===== config.mk =====
export PLATFORM = sky130hd
export DESIGN_NAME = uart_mmio
export DESIGN_NICKNAME = d
export VERILOG_FILES = /design/src/rtl/uart_mmio_pkg.sv /design/src/rtl/uart_fifo.sv /design/src/rtl/uart_mmio.sv
export SDC_FILE = /design/constraint.sdc
export NUM_CORES = 1
export LEC_CHECK = 0
export BUFFER_PORTS_ARGS = -buffer_cell sky130_fd_sc_hd__buf_4
export CAP_MARGIN = 10
export CORE_MARGIN = 4
export CORE_UTILIZATION = 62
export DETAILED_ROUTE_END_ITERATION = 8
export MAX_ROUTING_LAYER = met4
export PLACE_DENSITY = 0.94
export SLEW_MARGIN = 40
export SYNTH_ARGS = -nofsm -noshare
export SYNTH_HDL_FRONTEND = slang
export SYNTH_HIERARCHICAL = 1
export SYNTH_SLANG_ARGS = --single-unit

===== constraint.sdc =====
create_clock -name clk -period 5.5 [get_ports clk]
set_input_delay 0.825 -clock clk [delete_from_list [all_inputs] [get_ports clk]]
set_output_delay 0.825 -clock clk [all_outputs]
set_load 0.01 [all_outputs]

===== src/rtl/uart_mmio_pkg.sv =====
// rtl/uart_mmio_pkg.sv - register offsets, status bit indices and FSM state types for uart_mmio
package uart_mmio_pkg;

  localparam logic [1:0] REG_DATA   = 2'd0;
  localparam logic [1:0] REG_STATUS = 2'd1;

  localparam int ST_RX_VALID   = 0;
  localparam int ST_TX_FULL    = 1;
  localparam int ST_TX_IDLE    = 2;
  localparam int ST_RX_OVERRUN = 3;
  localparam int ST_FRAME_ERR  = 4;

  typedef enum logic [1:0] {TX_IDLE, TX_START, TX_DATA, TX_STOP} tx_state_t;
  typedef enum logic [1:0] {RX_IDLE, RX_START, RX_DATA, RX_STOP} rx_state_t;

endpackage


===== src/rtl/uart_fifo.sv =====
// rtl/uart_fifo.sv - synchronous FIFO with push/pop, full/empty flags and occupancy count
module uart_fifo #(
  parameter int WIDTH = 8,
  parameter int DEPTH = 4,
  localparam int AW = $clog2(DEPTH)
) (
  input  logic             clk,
  input  logic             rst,
  input  logic             push,
  input  logic [WIDTH-1:0] push_data,
  input  logic             pop,
  output logic [WIDTH-1:0] pop_data,
  output logic             full,
  output logic             empty,
  output logic [AW:0]      count
);

  logic [WIDTH-1:0] mem [DEPTH];
  logic [AW-1:0]    wr_ptr;
  logic [AW-1:0]    rd_ptr;
  logic             push_ok;
  logic             pop_ok;

  assign full     = (count == (AW+1)'(DEPTH));
  assign empty    = (count == '0);
  assign push_ok  = push && !full;
  assign pop_ok   = pop && !empty;
  assign pop_data = mem[rd_ptr];

  // Storage carries no reset; only pointers and count define FIFO state.
  always_ff @(posedge clk) begin
    if (push_ok) mem[wr_ptr] <= push_data;
  end

  always_ff @(posedge clk or negedge rst) begin
    if (!rst) begin
      wr_ptr <= '0;
      rd_ptr <= '0;
      count  <= '0;
    end else begin
      if (push_ok) wr_ptr <= wr_ptr + AW'(1);
      if (pop_ok)  rd_ptr <= rd_ptr + AW'(1);
      case ({push_ok, pop_ok})
        2'b10:   count <= count + (AW+1)'(1);
        2'b01:   count <= count - (AW+1)'(1);
        default: count <= count;
      endcase
    end
  end

endmodule


===== src/rtl/uart_mmio.sv =====
// rtl/uart_mmio.sv - memory-mapped 8N1 UART: 4-byte register window, TX FIFO and serialiser
// RX path (synchroniser, RX FSM, holding register) is built only when UART_MMIO_RX_EN is defined.
module uart_mmio
  import uart_mmio_pkg::*;
#(
  parameter logic [15:0] BASE_ADDR = 16'hFF00,
  parameter int          CLK_DIV   = 434,
  parameter int          TX_DEPTH  = 4
) (
  input  logic        clk,
  input  logic        rst,
  input  logic        cpu_write,
  input  logic [15:0] cpu_address,
  input  logic [7:0]  cpu_wdata,
  output logic [7:0]  cpu_rdata,
  output logic        sel,
  output logic        uart_txd,
  input  logic        uart_rxd
);

  localparam int            CW       = $clog2(CLK_DIV);
  localparam int            FAW      = $clog2(TX_DEPTH);
  localparam logic [CW-1:0] BAUD_TOP = CW'(CLK_DIV - 1);

  logic [1:0]   offset;
  logic         wr_data;
  logic         wr_status;
  logic         fifo_pop;
  logic [7:0]   fifo_rdata;
  logic         fifo_full;
  logic         fifo_empty;
  logic [FAW:0] fifo_count;
  logic [7:0]   status;

  tx_state_t     tx_state, tx_state_d;
  logic [CW-1:0] tx_cnt, tx_cnt_d;
  logic [7:0]    tx_shift, tx_shift_d;
  logic [2:0]    tx_bit, tx_bit_d;

  assign sel       = (cpu_address[15:2] == BASE_ADDR[15:2]);
  assign offset    = cpu_address[1:0];
  assign wr_data   = sel && cpu_write && (offset == REG_DATA);
  assign wr_status = sel && cpu_write && (offset == REG_STATUS);

  uart_fifo #(.WIDTH(8), .DEPTH(TX_DEPTH)) u_tx_fifo (
    .clk       (clk),
    .rst       (rst),
    .push      (wr_data),
    .push_data (cpu_wdata),
    .pop       (fifo_pop),
    .pop_data  (fifo_rdata),
    .full      (fifo_full),
    .empty     (fifo_empty),
    .count     (fifo_count)
  );

  always_ff @(posedge clk or negedge rst) begin
    if (!rst) begin
      tx_state <= TX_IDLE;
      tx_cnt   <= '0;
      tx_shift <= '0;
      tx_bit   <= '0;
    end else begin
      tx_state <= tx_state_d;
      tx_cnt   <= tx_cnt_d;
      tx_shift <= tx_shift_d;
      tx_bit   <= tx_bit_d;
    end
  end

  // STOP reloads straight into START when more bytes wait, so frames abut.
  always_comb begin
    tx_state_d = tx_state;
    tx_cnt_d   = tx_cnt;
    tx_shift_d = tx_shift;
    tx_bit_d   = tx_bit;
    fifo_pop   = 1'b0;
    case (tx_state)
      TX_IDLE: begin
        if (!fifo_empty) begin
          fifo_pop   = 1'b1;
          tx_shift_d = fifo_rdata;
          tx_cnt_d   = BAUD_TOP;
          tx_state_d = TX_START;
        end
      end
      TX_START: begin
        if (tx_cnt == '0) begin
          tx_cnt_d   = BAUD_TOP;
          tx_bit_d   = '0;
          tx_state_d = TX_DATA;
        end else begin
          tx_cnt_d = tx_cnt - CW'(1);
        end
      end
      TX_DATA: begin
        if (tx_cnt == '0) begin
          tx_cnt_d   = BAUD_TOP;
          tx_shift_d = {1'b0, tx_shift[7:1]};
          tx_bit_d   = tx_bit + 3'd1;
          if (tx_bit == 3'd7) tx_state_d = TX_STOP;
        end else begin
          tx_cnt_d = tx_cnt - CW'(1);
        end
      end
      TX_STOP: begin
        if (tx_cnt == '0) begin
          if (!fifo_empty) begin
            fifo_pop   = 1'b1;
            tx_shift_d = fifo_rdata;
            tx_cnt_d   = BAUD_TOP;
            tx_state_d = TX_START;
          end else begin
            tx_state_d = TX_IDLE;
          end
        end else begin
          tx_cnt_d = tx_cnt - CW'(1);
        end
      end
      default: tx_state_d = TX_IDLE;
    endcase
  end

  assign uart_txd = (tx_state == TX_START) ? 1'b0 :
                    (tx_state == TX_DATA)  ? tx_shift[0] : 1'b1;

`ifdef UART_MMIO_RX_EN
  localparam logic [CW-1:0] HALF_TOP = CW'(CLK_DIV / 2 - 1);

  logic          rx_s1, rx_s2, rx_q;
  rx_state_t     rx_state, rx_state_d;
  logic [CW-1:0] rx_cnt, rx_cnt_d;
  logic [7:0]    rx_shift, rx_shift_d;
  logic [2:0]    rx_bit, rx_bit_d;
  logic          rx_done;
  logic          rx_new;
  logic [7:0]    rx_data;
  logic          rx_valid, rx_overrun, frame_err;
  logic          clr_valid, clr_overrun, clr_frame;

  assign clr_valid   = wr_status && cpu_wdata[ST_RX_VALID];
  assign clr_overrun = wr_status && cpu_wdata[ST_RX_OVERRUN];
  assign clr_frame   = wr_status && cpu_wdata[ST_FRAME_ERR];
  assign rx_new      = rx_done && rx_s2;

  always_ff @(posedge clk or negedge rst) begin
    if (!rst) begin
      rx_s1    <= 1'b1;
      rx_s2    <= 1'b1;
      rx_q     <= 1'b1;
      rx_state <= RX_IDLE;
      rx_cnt   <= '0;
      rx_shift <= '0;
      rx_bit   <= '0;
    end else begin
      rx_s1    <= uart_rxd;
      rx_s2    <= rx_s1;
      rx_q     <= rx_s2;
      rx_state <= rx_state_d;
      rx_cnt   <= rx_cnt_d;
      rx_shift <= rx_shift_d;
      rx_bit   <= rx_bit_d;
    end
  end

  always_comb begin
    rx_state_d = rx_state;
    rx_cnt_d   = rx_cnt;
    rx_shift_d = rx_shift;
    rx_bit_d   = rx_bit;
    rx_done    = 1'b0;
    case (rx_state)
      RX_IDLE: begin
        if (rx_q && !rx_s2) begin
          rx_cnt_d   = HALF_TOP;
          rx_state_d = RX_START;
        end
      end
      RX_START: begin
        if (rx_cnt == '0) begin
          if (!rx_s2) begin
            rx_cnt_d   = BAUD_TOP;
            rx_bit_d   = '0;
            rx_state_d = RX_DATA;
          end else begin
            rx_state_d = RX_IDLE;
          end
        end else begin
          rx_cnt_d = rx_cnt - CW'(1);
        end
      end
      RX_DATA: begin
        if (rx_cnt == '0) begin
          rx_cnt_d   = BAUD_TOP;
          rx_shift_d = {rx_s2, rx_shift[7:1]};
          rx_bit_d   = rx_bit + 3'd1;
          if (rx_bit == 3'd7) rx_state_d = RX_STOP;
        end else begin
          rx_cnt_d = rx_cnt - CW'(1);
        end
      end
      RX_STOP: begin
        if (rx_cnt == '0) begin
          rx_done    = 1'b1;
          rx_state_d = RX_IDLE;
        end else begin
          rx_cnt_d = rx_cnt - CW'(1);
        end
      end
      default: rx_state_d = RX_IDLE;
    endcase
  end

  // A byte arriving on the same edge as a pop counts as fresh, not as an overrun.
  always_ff @(posedge clk or negedge rst) begin
    if (!rst) begin
      rx_data    <= '0;
      rx_valid   <= 1'b0;
      rx_overrun <= 1'b0;
      frame_err  <= 1'b0;
    end else begin
      if (rx_new) rx_data <= rx_shift;
      if (rx_new)         rx_valid <= 1'b1;
      else if (clr_valid) rx_valid <= 1'b0;
      if (rx_new && rx_valid && !clr_valid) rx_overrun <= 1'b1;
      else if (clr_overrun)                 rx_overrun <= 1'b0;
      if (rx_done && !rx_s2) frame_err <= 1'b1;
      else if (clr_frame)    frame_err <= 1'b0;
    end
  end
`else
  logic [7:0] rx_data;
  logic       rx_valid, rx_overrun, frame_err;
  logic       unused_rx;

  assign rx_data    = '0;
  assign rx_valid   = 1'b0;
  assign rx_overrun = 1'b0;
  assign frame_err  = 1'b0;
  assign unused_rx  = uart_rxd ^ wr_status;
`endif

  logic unused_count;
  assign unused_count = ^fifo_count;

  always_comb begin
    status                = '0;
    status[ST_RX_VALID]   = rx_valid;
    status[ST_TX_FULL]    = fifo_full;
    status[ST_TX_IDLE]    = fifo_empty && (tx_state == TX_IDLE);
    status[ST_RX_OVERRUN] = rx_overrun;
    status[ST_FRAME_ERR]  = frame_err;
  end

  always_comb begin
    cpu_rdata = '0;
    if (sel) begin
      case (offset)
        REG_DATA:   cpu_rdata = rx_data;
        REG_STATUS: cpu_rdata = status;
        default:    cpu_rdata = '0;
      endcase
    end
  end

endmodule


==> results of run 1 <==
[registers in the layout (all words and copies together), names as in the netlist]
name / flops
tx_bit: 3
u_tx_fifo/wr_ptr: 2
tx_shift: 8
u_tx_fifo/count: 3
tx_cnt: 9
u_tx_fifo/mem: 32
tx_state: 2
u_tx_fifo/rd_ptr: 2
[area by class of cell]
cell class,count,area (sq um)
fillers,316,1250
repair buffers,30,225
clock inverters,7,83.8
clock buffers,9,124
multi-input cells,143,1290
inverters,17,63.8
well taps,67,83.8
flip-flops and latches,61,1690
[stage by stage]
stage / worst slack [ns] / utilization, % / cell area (sq um) / cells / power (uW)
6_report: 1.95 / 73.9 / 3560 / 334 / 915
5_1_grt: 1.78 / 73.9 / 3560 / 334 / 955
4_1_cts: 1.94 / 73.9 / 3560 / 334 / 921
3_5_place_dp: 1.59 / 69.6 / 3350 / 318 / 515
3_3_place_gp: 1.88 / 69.5 / 3350 / 318 / 513
2_1_floorplan: 2.02 / - / 3140 / 234 / 497
[kinds of logic (layout without fill, tap and decap cells)]
logic type / after synthesis / after routing / synth area share [%]
DFF: 61 / 61 / 54.0
and+or+nand+nor: 48 / 48 / 9.65
AOI/OAI and AO/OA: 44 / 44 / 10.8
buffers and inverters: 30 / 63 / 5.33
muxes: 25 / 25 / 12.6
adders and majority gates: 14 / 14 / 5.85
xor gates and xnor gates: 6 / 6 / 1.68
other: 1 / 6 / 0.120
[synth_stat cells (all sizes together) (2+ instances only)]
cell type / instances / area, sq um
and2: 2 / 15.0
o31a: 2 / 18.8
mux2: 13 / 173
nand2: 6 / 22.5
a2111oi: 2 / 17.5
buf: 12 / 98.8
xor2: 3 / 26.3
xnor2: 3 / 26.3
o21ai: 7 / 50.1
a41oi: 3 / 26.3
nand2b: 3 / 18.8
a32o: 2 / 20.0
and3: 4 / 30.0
inv: 17 / 63.8
a31oi: 2 / 12.5
ha: 13 / 163
a21o: 4 / 32.5
mux2i: 4 / 40.0
or2: 2 / 12.5
a21oi: 9 / 45.0
mux4: 8 / 180
dfrtp: 29 / 726
o21a: 2 / 15.0
o22a: 3 / 26.3
nor2: 12 / 45.0
or3: 3 / 21.3
nor3: 4 / 31.3
edfxtp: 32 / 961
nor4: 2 / 12.5
[cells in the final DEF, fill, tap and decap left out, drive strengths merged, types with 2 or more instances in the layout]
master / instances
o31a: 2
nand2: 6
o21ai: 7
mux4: 8
or2: 2
mux2: 13
inv: 19
nand2b: 3
or3: 3
a32o: 2
a31oi: 2
buf: 30
a21o: 4
nor2: 12
xor2: 3
a41oi: 3
clkinv: 3
o21a: 2
nor4: 2
conb: 6
and2: 2
nor3: 4
a21oi: 9
and3: 4
a2111oi: 2
mux2i: 4
ha: 13
o22a: 3
clkbuf: 9
dfrtp: 29
xnor2: 3
edfxtp: 32
[per-layer routing]
layer / global-route usage [%] / vias up / wire length [microns]
met4: 7.39 / 0 / 113
met2: 34.4 / 81 / 2880
met1: 28.6 / 923 / 2520
met5: - / - / 0
li1: - / 918 / -
met3: 7.03 / 9 / 429
[power by group]
part	switching [uW]	internal, uW	total [uW]
clock network	194	216	410
logic	11.5	12.5	23.9
registers	0.0276	481	481
total	205	709	915
[path summary, 6_finish.rpt]
check | slack (ns) | cells after the start | endpoint
max | 1.95 | 12 | u_tx_fifo/count[2]$_DFFE_PN0P_
min | 0.38 | 1 | tx_shift[1]$_DFFE_PN0P_
max reg2reg | 2.05 | 13 | u_tx_fifo/count[2]$_DFFE_PN0P_
min reg2reg | 0.51 | 1 | tx_shift[7]$_DFFE_PN0P_
max in group asynchronous | 4.83 | 1 | u_tx_fifo/count[1]$_DFFE_PN0P_
min in group clk | 0.51 | 1 | tx_shift[7]$_DFFE_PN0P_
==> qor.yml, run 1 <==
crit_family: "simple AND/OR/NAND/NOR gates"
crit_required_ns: 5.73
rsz0062_at_grt: "no"
gp_congestion: 0.904
critPathKind: "primary input to register"
netlist_area_sq_mm: 0.00312
grt_pass1_vias: 2063
cp_max_fo: 5
initial_core_util_pct: 64.9
finalHoldViolCount: 0
ys.flop_type: "edfxtp_1"
wl_per_cell_microns: 17.8
core_sq_mm: 0.00482
portBuffers: 30
ctsResizeCount: 0
cap_violations: 0
cts.sinks: 61
path_clk_slew_ns: 0.07
ys_async_sr_fraction_pct: 47.5
fin_crit_ns: 3.55
max_freq_mhz: 281
p_per_area_mw_per_mm2: 257
drtIter0Drc: 260
relSlewSlack_pct: 48.1
grt_start_max_net_pins: 30
tns_ns: 0
crit_start: "cpu_address[3]"
fp.dieH_microns: 79.0
rows: 25
tritoncts.num_buffers: 9
grt_usage_pct: 22.4
grt_first_pass_wirelength_microns: 10200
n_antenna_cell: 0
die_w_microns: 79.0
ant_nets: 0
yosysWarnings: 6
fin_crit_sh_pct: 64.6
finalSetupViolations: 0
hold_buffers: 0
synth_seq_cells: 61
drc: 0
synth_edf_count: 32
cts_root_buf: "clkbuf_8"
critPathMaxStageDelay_ns: 0.68
startpoint_type: "primary input"
area_growth_pct: 14.0
netlist_instances: 229
cp_slowest_cell: "nor4bb_1"
fin_nets: 304
wl_microns: 5940
hold_ws_ns: 0.383
drt-pass1-iter-count: 4
syn_area_per_cell_sq_um: 13.6
ys_types: 61
ioPinCount: 38
worstPathBufferInverterCount: 3
holdCritPathClass: "primary input to asynchronous set/reset pin"
end_kind: "register"
ctsLongestPathBuffers: 2
via_per_inst: 5.78
fp.dieArea_sq_mm: 0.00624
r2r_start: "tx_cnt[0]$_DFF_PN0_"
post_cts.repair.setup_buffers: 0
grt-ovfl-total: 0
maxSlewViolCount: 0
vdd_drop_max_mv: 0.246
cts_tree: "yes"
post-dp-hpwl_microns: 4200
cts_max_level: 3
drive_gt1_share_pct: 33.0
antenna_found_initial: 0
clk_latency_ns: 0.35
worst_pin_slew_ns: 0.768
cp.arrival_ns: 3.78
seq_area_frac_synth_pct: 54.0
status: "complete, no violations"
fin_skew_ns: 0.00785
power.leakage_uw: 0.00151
path_cells: "buf_4, or4_1, nor4_1, nor4bb_1, and2_4, inv_1, ha_1, inv_1, fa_1, xor2_1, nor2_1, xor2_1"
vias: 1931
Note: power is estimated with default switching activity, not from simulation.
==> run 2, diff against run 1 <==
--- a/config.mk
+++ b/config.mk
@@ -8,10 +8,10 @@
 export BUFFER_PORTS_ARGS = -buffer_cell sky130_fd_sc_hd__buf_4
 export CAP_MARGIN = 10
 export CORE_MARGIN = 4
-export CORE_UTILIZATION = 62
+export CORE_UTILIZATION = 52
 export DETAILED_ROUTE_END_ITERATION = 8
 export MAX_ROUTING_LAYER = met4
-export PLACE_DENSITY = 0.94
+export PLACE_DENSITY = 0.85
 export SLEW_MARGIN = 40
 export SYNTH_ARGS = -nofsm -noshare
 export SYNTH_HDL_FRONTEND = slang
==> constraint.sdc (replaced) <==
create_clock -name clk -period 3.2 [get_ports clk]
set_input_delay 0.48 -clock clk [delete_from_list [all_inputs] [get_ports clk]]
set_output_delay 0.48 -clock clk [all_outputs]
set_load 0.01 [all_outputs]
==> run 2 against run 1 <==
Against the previous run:
- critical path depth grew 1
- first-iteration DRC count shrank 41%
- clock-buffer cell count grew 1
- sequential share of layout area barely moved
- clock skew increased by 0.0044 ns
- setup slack worse by 1.6 ns
- core utilization shrank 11 points
- largest power group unchanged
- routed wire length shrank 7.0%
- non-clock buffer count is 5 higher
- final area about the same
- combinational power rose by 69%
- worst hold slack got worse by 0.32 ns
==> qor.yml, run 2 (same netlist as run 1, synthesis figures left out) <==
status: "complete, no violations"
intPower_uw: 1130
gp_congestion: 0.853
grt_usage_pct: 17.5
largest_registers: "u_tx_fifo/mem (32), tx_cnt (9), tx_shift (8)"
grt-ovfl-total: 0
grt_start_max_net_pins: 30
vdd_drop_max_mv: 0.388
setup_slack_ns: 0.299
fin_skew_ns: 0.0123
ioPinCount: 38
largest_reg_flops: 32
fin_nets: 309
holdCritPathClass: "primary input to asynchronous set/reset pin"
tritoncts.num_buffers: 9
grtUsageMet3_pct: 3.17
post-dp-hpwl_microns: 4040
antenna_found_initial: 0
fp.dieH_microns: 85.5
rows: 27
final_common_cell: "buf_4"
r2r_end: "u_tx_fifo/count[2]$_DFFE_PN0P_"
stdcell_area_sq_mm: 0.00356
crit_required_ns: 3.46
combPwrFrac_pct: 2.8
dpl_cell_area_sq_mm: 0.00339
drt-pass1-iter-count: 5
drtIter0Drc: 153
cts.sinks: 61
busiest_layer: "met2"
startpoint_type: "register"
most-common-layout-cells: "35 x buf_4, 32 x edfxtp_1, 29 x dfrtp_1"
wl_per_cell_microns: 16.1
rsz0062_at_grt: "no"
fin_crit_sh_pct: 90.6
cp.arrival_ns: 3.16
switchingPower_uw: 316
n_antenna_cell: 0
seqPwrFrac_pct: 57.3
area_growth_pct: 14.0
fin_crit_ns: 2.90
met1_usage_pct: 22.4
ant_nets: 0
reg2reg_slack_ns: 0.30
ctsLongestPathBuffers: 2
via_per_inst: 5.69
grt_pass1_vias: 1964
grt_first_pass_wirelength_microns: 9540
critPathKind: "register to register"
post_cts.repair.setup_buffers: 0
tns_ns: 0
end_kind: "register"
vias: 1958
portBuffers: 30
fp.dieArea_sq_mm: 0.00731
finalHoldViolCount: 0
crit_end: "u_tx_fifo/count[2]$_DFFE_PN0P_"
cts_tree: "yes"
preCtsSetupSlack_ns: 0.113
wl_microns: 5520
initial_core_util_pct: 55.0
cts_max_level: 3
swShare_pct: 21.9
clkPwrFrac_pct: 39.9
hold_buffers: 0
top_register: "u_tx_fifo/mem"
drive_gt1_share_pct: 33.5
finalSetupViolations: 0
path_clk_slew_ns: 0.07
crit_start: "tx_cnt[0]$_DFF_PN0_"
p_per_area_mw_per_mm2: 405
die_w_microns: 85.5
rr_worst_depth: 13
cap_violations: 0
worst_pin_slew_ns: 0.601
power.leakage_uw: 0.00152
ctsResizeCount: 0
max_freq_mhz: 345
cts_root_buf: "clkbuf_8"
clk_latency_ns: 0.34
relSlewSlack_pct: 58.9
cp_max_fo: 4
use_met2_pct: 27.3
drc: 0
r2r_start: "tx_cnt[0]$_DFF_PN0_"
maxSlewViolCount: 0
core_sq_mm: 0.00568
run 2: changes by cell type in the layout (fill, tap and decap cells not counted):
cell | before | now
inv_6 | 1 | 0
clkinv_4 | 3 | 2
clkbuf_1 | 0 | 1
clkinv_2 | 0 | 3
nor3_1 | 2 | 3
nor3_2 | 1 | 0
inv_8 | 1 | 0
buf_4 | 30 | 35
bufinv_16 | 1 | 0
run 2: worst min path at each step:
stage,endpoint,slack (ns)
CTS,tx_shift[5]$_DFFE_PN0P_,0.06
floorplan,tx_bit[0]$_DFFE_PN0P_,0.18
finish,tx_cnt[4]$_DFF_PN0_,0.06
detailed placement,tx_cnt[4]$_DFF_PN0_,0.43
global route,tx_shift[3]$_DFFE_PN0P_,0.06
global placement,tx_cnt[4]$_DFF_PN0_,0.42
run 2: cell type report:
class,count,area [sq um]
Tap cell,72,90.1
Clock inverter,6,40.0
Clock buffer,10,128
Timing Repair Buffer,35,263
Inverter,17,63.8
Sequential cell,61,1690
Multi-Input combinational cell,143,1290
Fill cell,421,2110
run 2: per-stage QoR:
step / total power [uW] / cells / utilization (%) / hold WS [ns]
after floorplan: 854 / 234 / - / 0.184
after global placement: 882 / 328 / 59.8 / 0.423
after detailed placement: 884 / 328 / 59.8 / 0.429
after CTS: 1460 / 344 / 62.7 / 0.0567
after global routing: 1500 / 344 / 62.7 / 0.0617
final: 1440 / 344 / 62.7 / 0.0615
run 2: layer usage:
metal / part of all wire (%) / up-vias / routed length, microns
met3: 4.5 / 5 / 248
met1: 45 / 958 / 2470
met4: 1.2 / 0 / 65
met5: 0 / - / 0
met2: 50 / 64 / 2740
li1: - / 931 / -
run 2: critical path: stages (launching register included):
cell	delay (ns)
dfrtp_1	0.41
inv_1	0.09
ha_1	0.16
or4b_4	0.50
nor3_4	0.19
a21oi_1	0.09
nor3_1	0.14
o31a_2	0.22
ha_1	0.19
inv_1	0.06
fa_1	0.38
xor2_1	0.15
nor2_1	0.12
xor2_1	0.15
run 2: power groups by stage:
stage	sequential (uW)	clock, uW	combinational (uW)
floorplan	844	0	10.3
CTS	827	593	41.1
finish	827	576	40.3
detailed placement	843	0	41.2
global route	827	631	45.2
global placement	843	0	38.9
==> run 3, diff against run 2 <==
--- a/config.mk
+++ b/config.mk
@@ -12,6 +12,7 @@
 export DETAILED_ROUTE_END_ITERATION = 8
 export MAX_ROUTING_LAYER = met4
 export PLACE_DENSITY = 0.85
+export RECOVER_POWER = 100
 export SLEW_MARGIN = 40
 export SYNTH_ARGS = -nofsm -noshare
 export SYNTH_HDL_FRONTEND = slang
==> run 3 against run 2 <==
Against the previous run:
- the flow now finishes with violations (max-capacitance violations, max-slew violations)
- via count fell by 1.3%
- clock power about the same
- cell count unchanged
- setup slack got worse by 0.0077 ns
- flip-flop and latch count unchanged
- final area fell by 3.2%
==> qor.yml, run 3 (same netlist as run 1, synthesis figures left out) <==
finalHoldViolCount: 0
worst_pin_slew_ns: 1.58
fin_crit_sh_pct: 90.9
end_kind: "register"
p_per_area_mw_per_mm2: 418
grt_start_max_net_pins: 30
initial_core_util_pct: 55.0
multi_input_area_sq_mm: 0.00123
drt-pass1-iter-count: 4
vdd_drop_max_mv: 0.390
portBuffers: 30
via_per_inst: 5.62
core_sq_mm: 0.00568
max_freq_mhz: 344
path_cells: "inv_1, ha_1, or4b_4, nor3_4, a21oi_1, nor3_1, o31a_2, ha_1, inv_1, fa_1, xor2_1, nor2_1, xor2_1"
grt_pass1_vias: 1964
clk_latency_ns: 0.34
drive_gt1_share_pct: 23.9
ioPinCount: 38
largest_registers: "u_tx_fifo/mem (32), tx_cnt (9), tx_shift (8)"
seq_area_sq_mm: 0.00169
die_w_microns: 85.5
cts.sinks: 61
rsz0062_at_grt: "no"
ant_nets: 0
ctsLongestPathBuffers: 2
dp_cells: 328
vias: 1933
holdCritPathClass: "primary input to register"
maxSlewViolCount: 30
n_antenna_cell: 0
antenna_found_initial: 0
cts_root_buf: "clkbuf_8"
rows: 27
startpoint_type: "register"
clkPwrFrac_pct: 40.1
finalNonFillerCells: 344
cts_max_level: 3
cts_tree: "yes"
combPwrFrac_pct: 2.5
critPathMaxStageDelay_ns: 0.50
seqPwrFrac_pct: 57.5
power.leakage_uw: 0.00142
critPathKind: "register to register"
ctsResizeCount: 0
cap_violations: 1
finalSetupViolations: 0
intPower_uw: 1120
tritoncts.num_buffers: 9
status: "complete, but fails checks"
fin_nets: 309
grt-ovfl-total: 0
cp_max_fo: 4
drc: 0
fp.dieArea_sq_mm: 0.00731
largest_reg_flops: 32
hold_buffers: 0
drtIter0Drc: 159
top_register: "u_tx_fifo/mem"
crit_required_ns: 3.46
switchingPower_uw: 316
cp.arrival_ns: 3.17
final_common_cell: "edfxtp_1"
grt_first_pass_wirelength_microns: 9540
path_clk_slew_ns: 0.07
post-dp-hpwl_microns: 4040
wl_per_cell_microns: 16.2
reg2reg_slack_ns: 0.29
post_cts.repair.setup_buffers: 0
fp.dieH_microns: 85.5
tns_ns: 0
fin_skew_ns: 0.0113
nFillCells: 456
utilization_pct: 60.7
cp_slowest_cell: "or4b_4"
gp_congestion: 0.853
grt_usage_pct: 17.5
most-common-layout-cells: "32 x edfxtp_1, 29 x dfrtp_1, 18 x buf_4"
fin_crit_ns: 2.91
relSlewSlack_pct: -5.09
area_growth_pct: 10.3
violations: "max-capacitance violations, max-slew violations"
wl_microns: 5570
swShare_pct: 22.0
==> run 3: worst paths after layout <==
path                                       start                              to  cells past startpoint
setup / recovery             tx_cnt[0]$_DFF_PN0_  u_tx_fifo/count[2]$_DFFE_PN0P_                     13
hold / removal                      cpu_wdata[5]   u_tx_fifo/mem[1][5]$_DFFE_PP_                      1
setup reg to reg             tx_cnt[0]$_DFF_PN0_  u_tx_fifo/count[2]$_DFFE_PN0P_                     13
hold reg to reg            tx_bit[1]$_DFFE_PN0P_           tx_bit[1]$_DFFE_PN0P_                      1
max in group asynchronous                    rst         tx_state[1]$_DFFE_PN0P_                      1
min in group asynchronous                    rst         tx_shift[5]$_DFFE_PN0P_                      1
==> run 3: power by group through the flow <==
stage / Clock, uW / Sequential, uW / Combinational [uW]
2_1_floorplan: 0 / 844 / 10.3
3_3_place_gp: 0 / 843 / 38.9
3_5_place_dp: 0 / 843 / 41.2
4_1_cts: 593 / 827 / 41.1
5_1_grt: 631 / 827 / 40.2
6_report: 576 / 827 / 35.4
==> run 3: cell type report <==
cell class | instances | share of cell area (%)
Clock inverter | 6 | 1.16
Clock buffer | 10 | 3.70
Sequential cell | 61 | 48.9
Timing Repair Buffer | 35 | 5.88
Tap cell | 72 | 2.61
Inverter | 17 | 1.85
Multi-Input combinational cell | 143 | 35.8
==> run 3: layer usage <==
layer  vias up  wire, microns  track usage [%]
met4         0             65             7.77
li1        927              -                -
met2        53           2750             27.3
met5         -              0                -
met3         6            229             3.17
met1       947           2530             22.4
==> run 3: metrics by stage <==
| step | setup slack, ns | hold slack, ns | instance area [sq um] | power (uW) |
|---|---|---|---|---|
| detailed placement | 0.113 | 0.429 | 3390 | 884 |
| global placement | 0.240 | 0.423 | 3390 | 882 |
| global route | 0.0910 | 0.410 | 3450 | 1500 |
| finish | 0.292 | 0.415 | 3450 | 1440 |
| CTS | 0.284 | 0.0567 | 3560 | 1460 |
| floorplan | 0.0645 | 0.184 | 3140 | 854 |
==> run 3: critical path, delay by kind of cell, from the launching register on <==
| kind | cells | cell delay, ns |
|---|---|---|
| AND/OR/NAND/NOR | 4 | 0.96 |
| buffers and inverters | 2 | 0.15 |
| adder cells (fa/ha/maj) | 3 | 0.73 |
| flip-flops | 1 | 0.41 |
| AO/OA/AOI/OAI | 2 | 0.31 |
| XOR/XNOR | 2 | 0.30 |
